**src/rtl/cla_arb_pkg.sv**
```systemverilog
// Shared types and widths for the time-shared CLA adder arbiter.
package cla_arb_pkg;
  localparam int HALF_W = 16;
  localparam int FULL_W = 32;

  typedef enum logic [1:0] {IDLE, LO, HI, RESP} state_t;

  typedef struct packed {
    logic [FULL_W-1:0] a;
    logic [FULL_W-1:0] b;
    logic              cin;
    logic              wide;
  } op_t;
endpackage

```
**src/rtl/CLA_16bit.sv**
```systemverilog
// 16-bit carry-lookahead adder: 4-bit lookahead groups plus a second lookahead level across groups.
module CLA_16bit (
  input  logic [15:0] a,
  input  logic [15:0] b,
  input  logic        cin,
  output logic [15:0] sum,
  output logic        cout
);
  logic [15:0] p, g, c;
  logic [3:0]  gp, gg;
  logic [4:0]  gc;

  assign p = a ^ b;
  assign g = a & b;

  for (genvar k = 0; k < 4; k++) begin : g_grp
    localparam int B = 4 * k;
    assign gg[k] = g[B+3] | (p[B+3] & g[B+2]) | (p[B+3] & p[B+2] & g[B+1])
                 | (p[B+3] & p[B+2] & p[B+1] & g[B]);
    assign gp[k] = &p[B+3:B];
    assign c[B]   = gc[k];
    assign c[B+1] = g[B] | (p[B] & gc[k]);
    assign c[B+2] = g[B+1] | (p[B+1] & g[B]) | (p[B+1] & p[B] & gc[k]);
    assign c[B+3] = g[B+2] | (p[B+2] & g[B+1]) | (p[B+2] & p[B+1] & g[B])
                  | (p[B+2] & p[B+1] & p[B] & gc[k]);
  end

  assign gc[0] = cin;
  assign gc[1] = gg[0] | (gp[0] & cin);
  assign gc[2] = gg[1] | (gp[1] & gg[0]) | (gp[1] & gp[0] & cin);
  assign gc[3] = gg[2] | (gp[2] & gg[1]) | (gp[2] & gp[1] & gg[0]) | (gp[2] & gp[1] & gp[0] & cin);
  assign gc[4] = gg[3] | (gp[3] & gg[2]) | (gp[3] & gp[2] & gg[1]) | (gp[3] & gp[2] & gp[1] & gg[0])
               | (gp[3] & gp[2] & gp[1] & gp[0] & cin);

  assign sum  = p ^ c;
  assign cout = gc[4];
endmodule

```
**src/rtl/cla_adder_arbiter_rr_arbiter.sv**
```systemverilog
// Combinational round-robin picker: first requester at or after ptr wins.
module rr_arbiter #(
  parameter int NUM_REQ = 4,
  parameter int ID_W    = $clog2(NUM_REQ)
) (
  input  logic [NUM_REQ-1:0] req,
  input  logic [ID_W-1:0]    ptr,
  output logic [NUM_REQ-1:0] gnt,
  output logic [ID_W-1:0]    gnt_id,
  output logic               any
);
  logic [ID_W-1:0] idx;

  always_comb begin
    gnt    = '0;
    gnt_id = '0;
    any    = 1'b0;
    idx    = '0;
    for (int k = 0; k < NUM_REQ; k++) begin
      idx = ID_W'((int'(ptr) + k) % NUM_REQ);
      if (!any && req[idx]) begin
        gnt[idx] = 1'b1;
        gnt_id   = idx;
        any      = 1'b1;
      end
    end
  end
endmodule

```
**src/rtl/cla_adder_arbiter.sv**
```systemverilog
// Round-robin time-sharing of one CLA_16bit among NUM_REQ requesters.
// Define CLA_ARB_WIDE_EN to enable 32-bit adds as two chained 16-bit passes.
module cla_adder_arbiter
  import cla_arb_pkg::*;
#(
  parameter int NUM_REQ = 4,
  parameter int ID_W    = $clog2(NUM_REQ)
) (
  input  logic                      clk,
  input  logic                      rst,
  input  logic [NUM_REQ-1:0]        req_valid,
  output logic [NUM_REQ-1:0]        req_ready,
  input  logic [NUM_REQ*FULL_W-1:0] req_a,
  input  logic [NUM_REQ*FULL_W-1:0] req_b,
  input  logic [NUM_REQ-1:0]        req_cin,
  input  logic [NUM_REQ-1:0]        req_wide,
  output logic                      rsp_valid,
  input  logic                      rsp_ready,
  output logic [ID_W-1:0]           rsp_id,
  output logic [FULL_W-1:0]         rsp_sum,
  output logic                      rsp_cout
);
  state_t state, state_nxt;
  op_t    op;
  logic [ID_W-1:0]   op_id, rr_ptr, ptr_nxt, gnt_id;
  logic [NUM_REQ-1:0] gnt;
  logic              gnt_any, wide_sel;
  logic [HALF_W-1:0] sum_lo, add_a, add_b, add_s;
  logic              c_mid, add_ci, add_co;
  logic [NUM_REQ-1:0][FULL_W-1:0] a_vec, b_vec;

  assign a_vec = req_a;
  assign b_vec = req_b;

  rr_arbiter #(.NUM_REQ(NUM_REQ), .ID_W(ID_W)) u_arb (
    .req(req_valid), .ptr(rr_ptr), .gnt(gnt), .gnt_id(gnt_id), .any(gnt_any)
  );

  CLA_16bit u_cla (.a(add_a), .b(add_b), .cin(add_ci), .sum(add_s), .cout(add_co));

  // A grant is only visible while idle and out of reset, so nothing latches during rst.
  assign req_ready = (state == IDLE && !rst) ? gnt : '0;
  assign ptr_nxt   = (gnt_id == ID_W'(NUM_REQ - 1)) ? '0 : gnt_id + ID_W'(1);
  assign rsp_valid = (state == RESP);
  assign rsp_id    = op_id;

`ifdef CLA_ARB_WIDE_EN
  logic [HALF_W-1:0] sum_hi;
  logic              cout;
  assign wide_sel = req_wide[gnt_id];
  assign rsp_sum  = op.wide ? {sum_hi, sum_lo} : {{HALF_W{1'b0}}, sum_lo};
  assign rsp_cout = op.wide ? cout : c_mid;
`else
  logic unused_bits;
  assign unused_bits = ^{req_wide, op.a[FULL_W-1:HALF_W], op.b[FULL_W-1:HALF_W], op.wide};
  assign wide_sel = 1'b0;
  assign rsp_sum  = {{HALF_W{1'b0}}, sum_lo};
  assign rsp_cout = c_mid;
`endif

  always_comb begin
    state_nxt = state;
    add_a     = '0;
    add_b     = '0;
    add_ci    = 1'b0;
    case (state)
      IDLE: if (gnt_any) state_nxt = LO;
      LO: begin
        add_a  = op.a[HALF_W-1:0];
        add_b  = op.b[HALF_W-1:0];
        add_ci = op.cin;
`ifdef CLA_ARB_WIDE_EN
        state_nxt = op.wide ? HI : RESP;
`else
        state_nxt = RESP;
`endif
      end
`ifdef CLA_ARB_WIDE_EN
      HI: begin
        add_a     = op.a[FULL_W-1:HALF_W];
        add_b     = op.b[FULL_W-1:HALF_W];
        add_ci    = c_mid;
        state_nxt = RESP;
      end
`endif
      RESP: if (rsp_ready) state_nxt = IDLE;
      default: state_nxt = IDLE;
    endcase
  end

  always_ff @(posedge clk) begin
    if (rst) begin
      state  <= IDLE;
      rr_ptr <= '0;
      op     <= '0;
      op_id  <= '0;
      sum_lo <= '0;
      c_mid  <= 1'b0;
`ifdef CLA_ARB_WIDE_EN
      sum_hi <= '0;
      cout   <= 1'b0;
`endif
    end else begin
      state <= state_nxt;
      case (state)
        IDLE: if (gnt_any) begin
          op     <= '{a: a_vec[gnt_id], b: b_vec[gnt_id], cin: req_cin[gnt_id], wide: wide_sel};
          op_id  <= gnt_id;
          rr_ptr <= ptr_nxt;
        end
        LO: begin
          sum_lo <= add_s;
          c_mid  <= add_co;
        end
`ifdef CLA_ARB_WIDE_EN
        HI: begin
          sum_hi <= add_s;
          cout   <= add_co;
        end
`endif
        default: ;
      endcase
    end
  end
endmodule
```
**config.mk**
```make
export PLATFORM = sky130hd
export DESIGN_NAME = cla_adder_arbiter
export DESIGN_NICKNAME = d
export VERILOG_FILES = /design/src/rtl/cla_arb_pkg.sv /design/src/rtl/CLA_16bit.sv /design/src/rtl/cla_adder_arbiter_rr_arbiter.sv /design/src/rtl/cla_adder_arbiter.sv
export SDC_FILE = /design/constraint.sdc
export NUM_CORES = 1
export LEC_CHECK = 0
export ABC_AREA = 1
export BUFFER_PORTS_ARGS = -buffer_cell sky130_fd_sc_hd__buf_2
export CAP_MARGIN = 40
export CORE_AREA = 2 2 120 122
export CTS_CLUSTER_DIAMETER = 40
export DETAILED_ROUTE_END_ITERATION = 12
export DIE_AREA = 0 0 122 124
export GPL_ROUTABILITY_DRIVEN = 0
export PLACE_DENSITY = 0.7
export SYNTH_ARGS = -nofsm -noshare
export SYNTH_HDL_FRONTEND = slang
export SYNTH_SLANG_ARGS = --single-unit
export TNS_END_PERCENT = 1
```
**constraint.sdc**
```tcl
create_clock -name clk -period 4.5 [get_ports clk]
set_clock_uncertainty 0.15 [all_clocks]
set_input_delay 1.35 -clock clk [delete_from_list [all_inputs] [get_ports clk]]
set_output_delay 1.35 -clock clk [all_outputs]
set_load 0.02 [all_outputs]
```
# Yosys cells after proc, flatten, opt, wreduce, memory -nomap -nowiden
# Index checks and enable logic that the tools add are counted.
totals:
  ff_bits: 56
  inputBits: 271
  out_inout_bits: 40
  word_cells: 211
op_classes:
  addsub: 4
  order_cmp: 9
  n_eq_ne: 5
  n_mux: 42
  bitwise: 124
  n_reduce_logical: 19
op_table:
  columns: ["op", "n"]
  rows:
  - ["$bmux W32 S2", 2]
  - ["$and A1 B1 Y1", 72]
  - ["$mux W16", 4]
  - ["$or A1 B1 Y1", 46]
  - ["$xor A16 B16 Y16", 2]
  - ["$mux W4", 5]
  - ["$and A16 B16 Y16", 1]
  - ["$reduce_and A4 Y1", 4]
  - ["$lt A2 B3 Y1 const B", 5]
  - ["$mux W1", 14]
  - ["$mux W2", 7]
  - ["$or A4 B4 Y4", 3]
  - ["$bmux W1 S2", 5]
  - ["$demux W1 S2", 4]
  - ["$ge A2 B1 Y1 const B", 4]
  - ["$logic_and A1 B1 Y1", 8]
  - ["$pmux W2 S3", 1]
  - ["$add A2 B1 Y2 const B", 2]
  - ["$add A2 B2 Y2 const B", 2]
  - ["$eq A2 B2 Y1 const B", 2]
  - ["$logic_not A1 Y1", 4]
  - ["$reduce_and A2 Y1", 2]
  - ["$eq A2 B1 Y1 const B", 1]
  - ["$logic_not A2 Y1", 1]
  - ["other kinds (2)", 2]

# Depth between registers and ports, before layout
logic_depth:
  ltp_word: 14
  ltp_mapped: 18

# Modules after synthesis
# From an unflattened synthesis, not the netlist that was laid out.
unflattened:
  hier_cells: 822
  area_unflattened_um2: 4843.4
modules_own_cells:
  columns: ["mod", "n_inst", "cells_per_inst", "area_per_inst_um2", "seq_area_each_um2"]
  rows:
  - ["cla_adder_arbiter", 1, 630, 3659.8, 1121.1]
  - ["CLA_16bit", 1, 118, 743.2, 0.0]
  - ["rr_arbiter", 1, 74, 440.4, 0.0]

# Least setup slack after synthesis
# Ideal clock, no wire load.
synth_timing:
  path_type: "in2out"
  start: "input port req_valid[2]"
  end: "output port req_ready[2]"
  arrival_ps: 2283
  slack_ps: 717
  stages: 11
  cell_sequence: "inv_1 > nand2_1 > nand3_2 > nand2_4 > nor2_2 > inv_1 > o22ai_1 > a21oi_1 > o21ai_0 > nand2_1 > inv_1"
synth_via:
  elab_chain_len: 13
synth_lines:
  columns: ["element", "line_no", "rtl"]
  rows:
  - ["start, declared", "cla_adder_arbiter.sv:11", "input logic [NUM_REQ-1:0] req_valid,"]
  - ["$bmux W1 S2", "cla_adder_arbiter_rr_arbiter.sv:21", "if (!any && req[idx]) begin"]
  - ["$mux W1 (not written as such)", "cla_adder_arbiter_rr_arbiter.sv:21", null]
  - ["$mux W1", "cla_adder_arbiter_rr_arbiter.sv:21", null]
  - ["$logic_not A1 Y1", "cla_adder_arbiter_rr_arbiter.sv:21", null]
  - ["$logic_and A1 B1 Y1", "cla_adder_arbiter_rr_arbiter.sv:21", null]
  - ["$mux W1", "cla_adder_arbiter_rr_arbiter.sv:21", null]
  - ["$logic_not A1 Y1", "cla_adder_arbiter_rr_arbiter.sv:21", null]
  - ["$logic_and A1 B1 Y1", "cla_adder_arbiter_rr_arbiter.sv:21", null]
  - ["$mux W1", "cla_adder_arbiter_rr_arbiter.sv:21", null]
  - ["$logic_not A1 Y1", "cla_adder_arbiter_rr_arbiter.sv:21", null]
  - ["$logic_and A1 B1 Y1", "cla_adder_arbiter_rr_arbiter.sv:21", null]
  - ["$mux W4 *", "cla_adder_arbiter_rr_arbiter.sv:21", null]
  - ["$mux W4 *", "cla_adder_arbiter.sv:42", "assign req_ready = (state == IDLE && !rst) ? gnt : '0;"]
  - ["end, declared", "cla_adder_arbiter.sv:12", "output logic [NUM_REQ-1:0] req_ready,"]
# Every way passes the cells marked *; elsewhere a longest branch is shown, timed or not. The select of a mux whose other input is x is not followed.

# Worst setup path after layout
# Same ends and word-level chain as after synthesis.

==> out/results.txt <==
The run finished with clean final reports. STA classifies the critical path startpoint as a primary input. The layout has 1546 filler cells. Summed over all cells, the static leakage comes to 3.55 nW.

The share of post-route cells with drive strength above 1 is 0.215, and the final number of hold-violating endpoints is 0. The tool flagged a number of max-cap violations equal to 0. Cell internal power was estimated by the tool at 1.69 mW.

After layout, the worst setup slack is 0.306 ns. The register share of total power is 0.214, and the final design area excluding fillers is 6070 um^2. Global routing finished with a remaining overflow of 0. The design draws 3.57 mW. The logs give 0.185 for the global-route usage over all layers and 10800 um for the post-DP HPWL. The tools report the CTS H-tree depth as 2. The I/O pin total is 311, and the maximum fanout along the worst path is 6. The finished layout holds 1183 standard cells, fillers aside. The number of placed instances, taps included, is 1175. For the peak supply drop, the log shows 237 uV.

The net switching share of the total power came out at 0.527. The logs give 0 for the max-slew violation count and 2 for the maximum buffer depth of the clock tree. In this run the tool buffered the top-level ports with 162 buffer cells. The post-cts resize count is 0, and the die height is 124 um.

Leaving out fill and tap cells, the most frequent cells in the layout are 188 x sky130_fd_sc_hd__nand2_1, 169 x sky130_fd_sc_hd__inv_1, 162 x sky130_fd_sc_hd__buf_2. Relative to the synthesized area, the layout overhead comes to 18.8%. Yosys warning count: 0. In this run the clock root is driven by a sky130_fd_sc_hd__clkbuf_16.

Counting flops and latches in the post-synthesis netlist gives 56. The die covers 15100 um^2. In this run the cell area of the synthesized design comes to 5110 um^2. The remaining design rule violation count was 0; the data arrival time at the worst-slack endpoint was 2.69 ns. For the pin with the worst max-slew slack, the measured transition is 0.690 ns.

The worst relative slew slack is 0.537, and the number of cells traversed by the worst register-to-register path is 14. Most frequent standard cell in the layout excluding fill and tap cells: sky130_fd_sc_hd__nand2_1. Averaged over all synthesized cells, the footprint is 5.90 um^2. The register area share after synthesis was 0.219; the number of antenna violations at the first check in global routing was 0.

The worst setup path is captured at an output port. The upper clock frequency limit was 238 MHz. In the final routed layout, each cell accounts on average for 11.9 um. The critical path is of the in -> out type. Setup violations remaining at the end of the flow were counted as 0. The clock insertion delay at the later pin of the skew report was 0.29 ns. The classification of the worst-slack hold path was reg -> reg. The count of nets left with antenna violations once routing finished came out at 0. The net switching power figure was 1.88 mW; the setup TNS was 0 ns. The relative contribution of combinational cells to total power came out at 0.664. The global-route wire length before repair was 22500 um. TritonCTS built the clock tree. From left edge to right edge, the die measures 122 um. After synthesis, the netlist uses 39 different library cells. The post-route fraction of the period consumed by the critical path is 0.932, and the worst path required time is 3.00 ns.

Once placement finished, the instance area stood at 5910 um^2. Number of DRC violations after detailed-routing iteration 0: 319. The tools report the number of global-route vias before repair as 4809. The tools report the starting density of the core as 0.373. The run gives 5364 as the total number of vias. The number of optimization iterations in the first detailed-route pass is 6, and the core area is 13700 um^2. Power spread over the standard cell area amounts to 589 nW/um^2. The largest net degree at the start of global routing came out at 52. Setup repair after global routing left no endpoint under its margin. The final layout contains 1301 nets.

The repair_antennas step left the layout with diodes totalling 0. The run gives 0.347 ns as the worst slack after detailed placement. The time the final worst path needs with I/O delays and setup was 4.19 ns. Buffers inserted to repair hold after CTS numbered 0. Clock-pin slew was measured on the worst setup and hold paths at 0.07 ns. The worst hold path passes through 2 cells. The logs give 14000 um for the total length of routed wires and 0.122 for the clock network fraction of total power.

Counting the buffers created by CTS gives 5. The post-detailed-route via-to-cell ratio is 4.53. The number of sinks driven by the clock tree is 56, and the placement row count is 43. The cell count after synthesis came out at 866.

The number of setup buffers added after CTS came out at 0.
-- per-stage QoR --
stage / hold slack [ns] / util
final: 0.335 / 0.442
after global routing: 0.368 / 0.442
after CTS: 0.340 / 0.442
after detailed placement: 0.323 / 0.431
after global placement: 0.308 / 0.431
after floorplan: 0.321 / -
-- per-layer routing --
metal | track usage | up-vias | routed length (um)
met3 | 0.0197 | 8 | 796
met2 | 0.300 | 171 | 5980
li1 | - | 2890 | -
met5 | 0 | - | 0
met1 | 0.267 | 2295 | 7120
met4 | 0.0330 | 0 | 138
-- flip-flops by register name (all words and copies together) (netlist names) --
signal    cells
state         2
rsp_cout      1
rr_ptr        2
rsp_id        2
op           33
sum_lo       16
-- cell type report --
| cell class | count | area [um^2] | share of cell area |
|---|---|---|---|
| multi-input combinational | 594 | 3030 | 0.500 |
| tap | 180 | 225 | 0.0371 |
| clock inverter | 2 | 35.0 | 0.00577 |
| timing repair buffer | 169 | 863 | 0.142 |
| sequential | 56 | 1120 | 0.185 |
| clock buffer | 6 | 129 | 0.0212 |
| inverter | 176 | 663 | 0.109 |
-- cells in the mapped netlist --
cell	n	area share
sky130_fd_sc_hd__a21boi_1	1	0.0015
sky130_fd_sc_hd__a21o_1	1	0.0015
sky130_fd_sc_hd__a21oi_1	58	0.057
sky130_fd_sc_hd__a21oi_4	1	0.0032
sky130_fd_sc_hd__a22oi_1	2	0.0029
sky130_fd_sc_hd__a31o_2	1	0.0017
sky130_fd_sc_hd__a31oi_1	1	0.0012
sky130_fd_sc_hd__and3_1	2	0.0024
sky130_fd_sc_hd__buf_1	2	0.0015
sky130_fd_sc_hd__buf_2	12	0.012
sky130_fd_sc_hd__buf_4	22	0.032
sky130_fd_sc_hd__buf_6	6	0.013
sky130_fd_sc_hd__clkbuf_1	13	0.0095
sky130_fd_sc_hd__clkinv_1	1	0.00073
sky130_fd_sc_hd__conb_1	1	0.00073
sky130_fd_sc_hd__dfxtp_1	56	0.22
sky130_fd_sc_hd__fa_1	4	0.016
sky130_fd_sc_hd__ha_1	24	0.059
sky130_fd_sc_hd__inv_1	169	0.12
sky130_fd_sc_hd__inv_2	5	0.0037
sky130_fd_sc_hd__inv_4	1	0.0012
sky130_fd_sc_hd__nand2_1	188	0.14
sky130_fd_sc_hd__nand2_2	7	0.0086
sky130_fd_sc_hd__nand2_4	4	0.0088
sky130_fd_sc_hd__nand3_1	112	0.11
sky130_fd_sc_hd__nand3_2	16	0.031
sky130_fd_sc_hd__nand4_1	3	0.0037
sky130_fd_sc_hd__nand4_4	1	0.0042
sky130_fd_sc_hd__nor2_1	114	0.084
sky130_fd_sc_hd__nor2_2	1	0.0012
sky130_fd_sc_hd__nor2_4	2	0.0044
sky130_fd_sc_hd__nor3_1	2	0.0020
sky130_fd_sc_hd__o21ai_0	20	0.020
sky130_fd_sc_hd__o21ai_1	2	0.0020
sky130_fd_sc_hd__o21ai_4	1	0.0032
sky130_fd_sc_hd__o21bai_1	1	0.0015
sky130_fd_sc_hd__o22ai_1	2	0.0024
sky130_fd_sc_hd__xnor2_1	3	0.0051
sky130_fd_sc_hd__xor2_1	4	0.0069
-- power by group through the flow --
stage / combinational, mW / clock [mW] / sequential (mW)
global route: 2.70 / 0.468 / 0.787
CTS: 2.40 / 0.444 / 0.763
floorplan: 1.82 / 0 / 0.838
detailed placement: 2.38 / 0 / 0.774
finish: 2.37 / 0.436 / 0.765
global placement: 2.36 / 0 / 0.767
-- cells by family (layout without fill, tap and decap cells) --
kind of cell / after synthesis / after routing / synth area share
XOR/XNOR: 7 / 7 / 0.0120
adder cells (fa/ha/maj): 28 / 28 / 0.0744
AND/OR/NAND/NOR: 452 / 452 / 0.398
flip-flops: 56 / 56 / 0.219
other: 1 / 16 / 0.000734
buffers and inverters: 231 / 353 / 0.198
AO/OA/AOI/OAI: 91 / 91 / 0.0974
-- critical path, stage by stage --
cell	delay [ns]
sky130_fd_sc_hd__buf_2	0.12
sky130_fd_sc_hd__inv_1	0.07
sky130_fd_sc_hd__nand2_1	0.08
sky130_fd_sc_hd__nand3_2	0.11
sky130_fd_sc_hd__nand2_4	0.10
sky130_fd_sc_hd__nor2_2	0.18
sky130_fd_sc_hd__inv_1	0.08
sky130_fd_sc_hd__o22ai_1	0.18
sky130_fd_sc_hd__a21oi_1	0.06
sky130_fd_sc_hd__o21ai_0	0.08
sky130_fd_sc_hd__nand2_1	0.07
sky130_fd_sc_hd__inv_1	0.05
sky130_fd_sc_hd__buf_2	0.15
-- path summary, 6_finish.rpt --
check,from,slack (ns),to
setup / recovery,req_valid[2],0.31,req_ready[2]
hold / removal,sum_lo[12],0.34,sum_lo[12]
setup reg to reg,rr_ptr[1],1.35,op[43]
hold reg to reg,sum_lo[12],0.34,sum_lo[12]
Power figures use the tool's default switching activity.
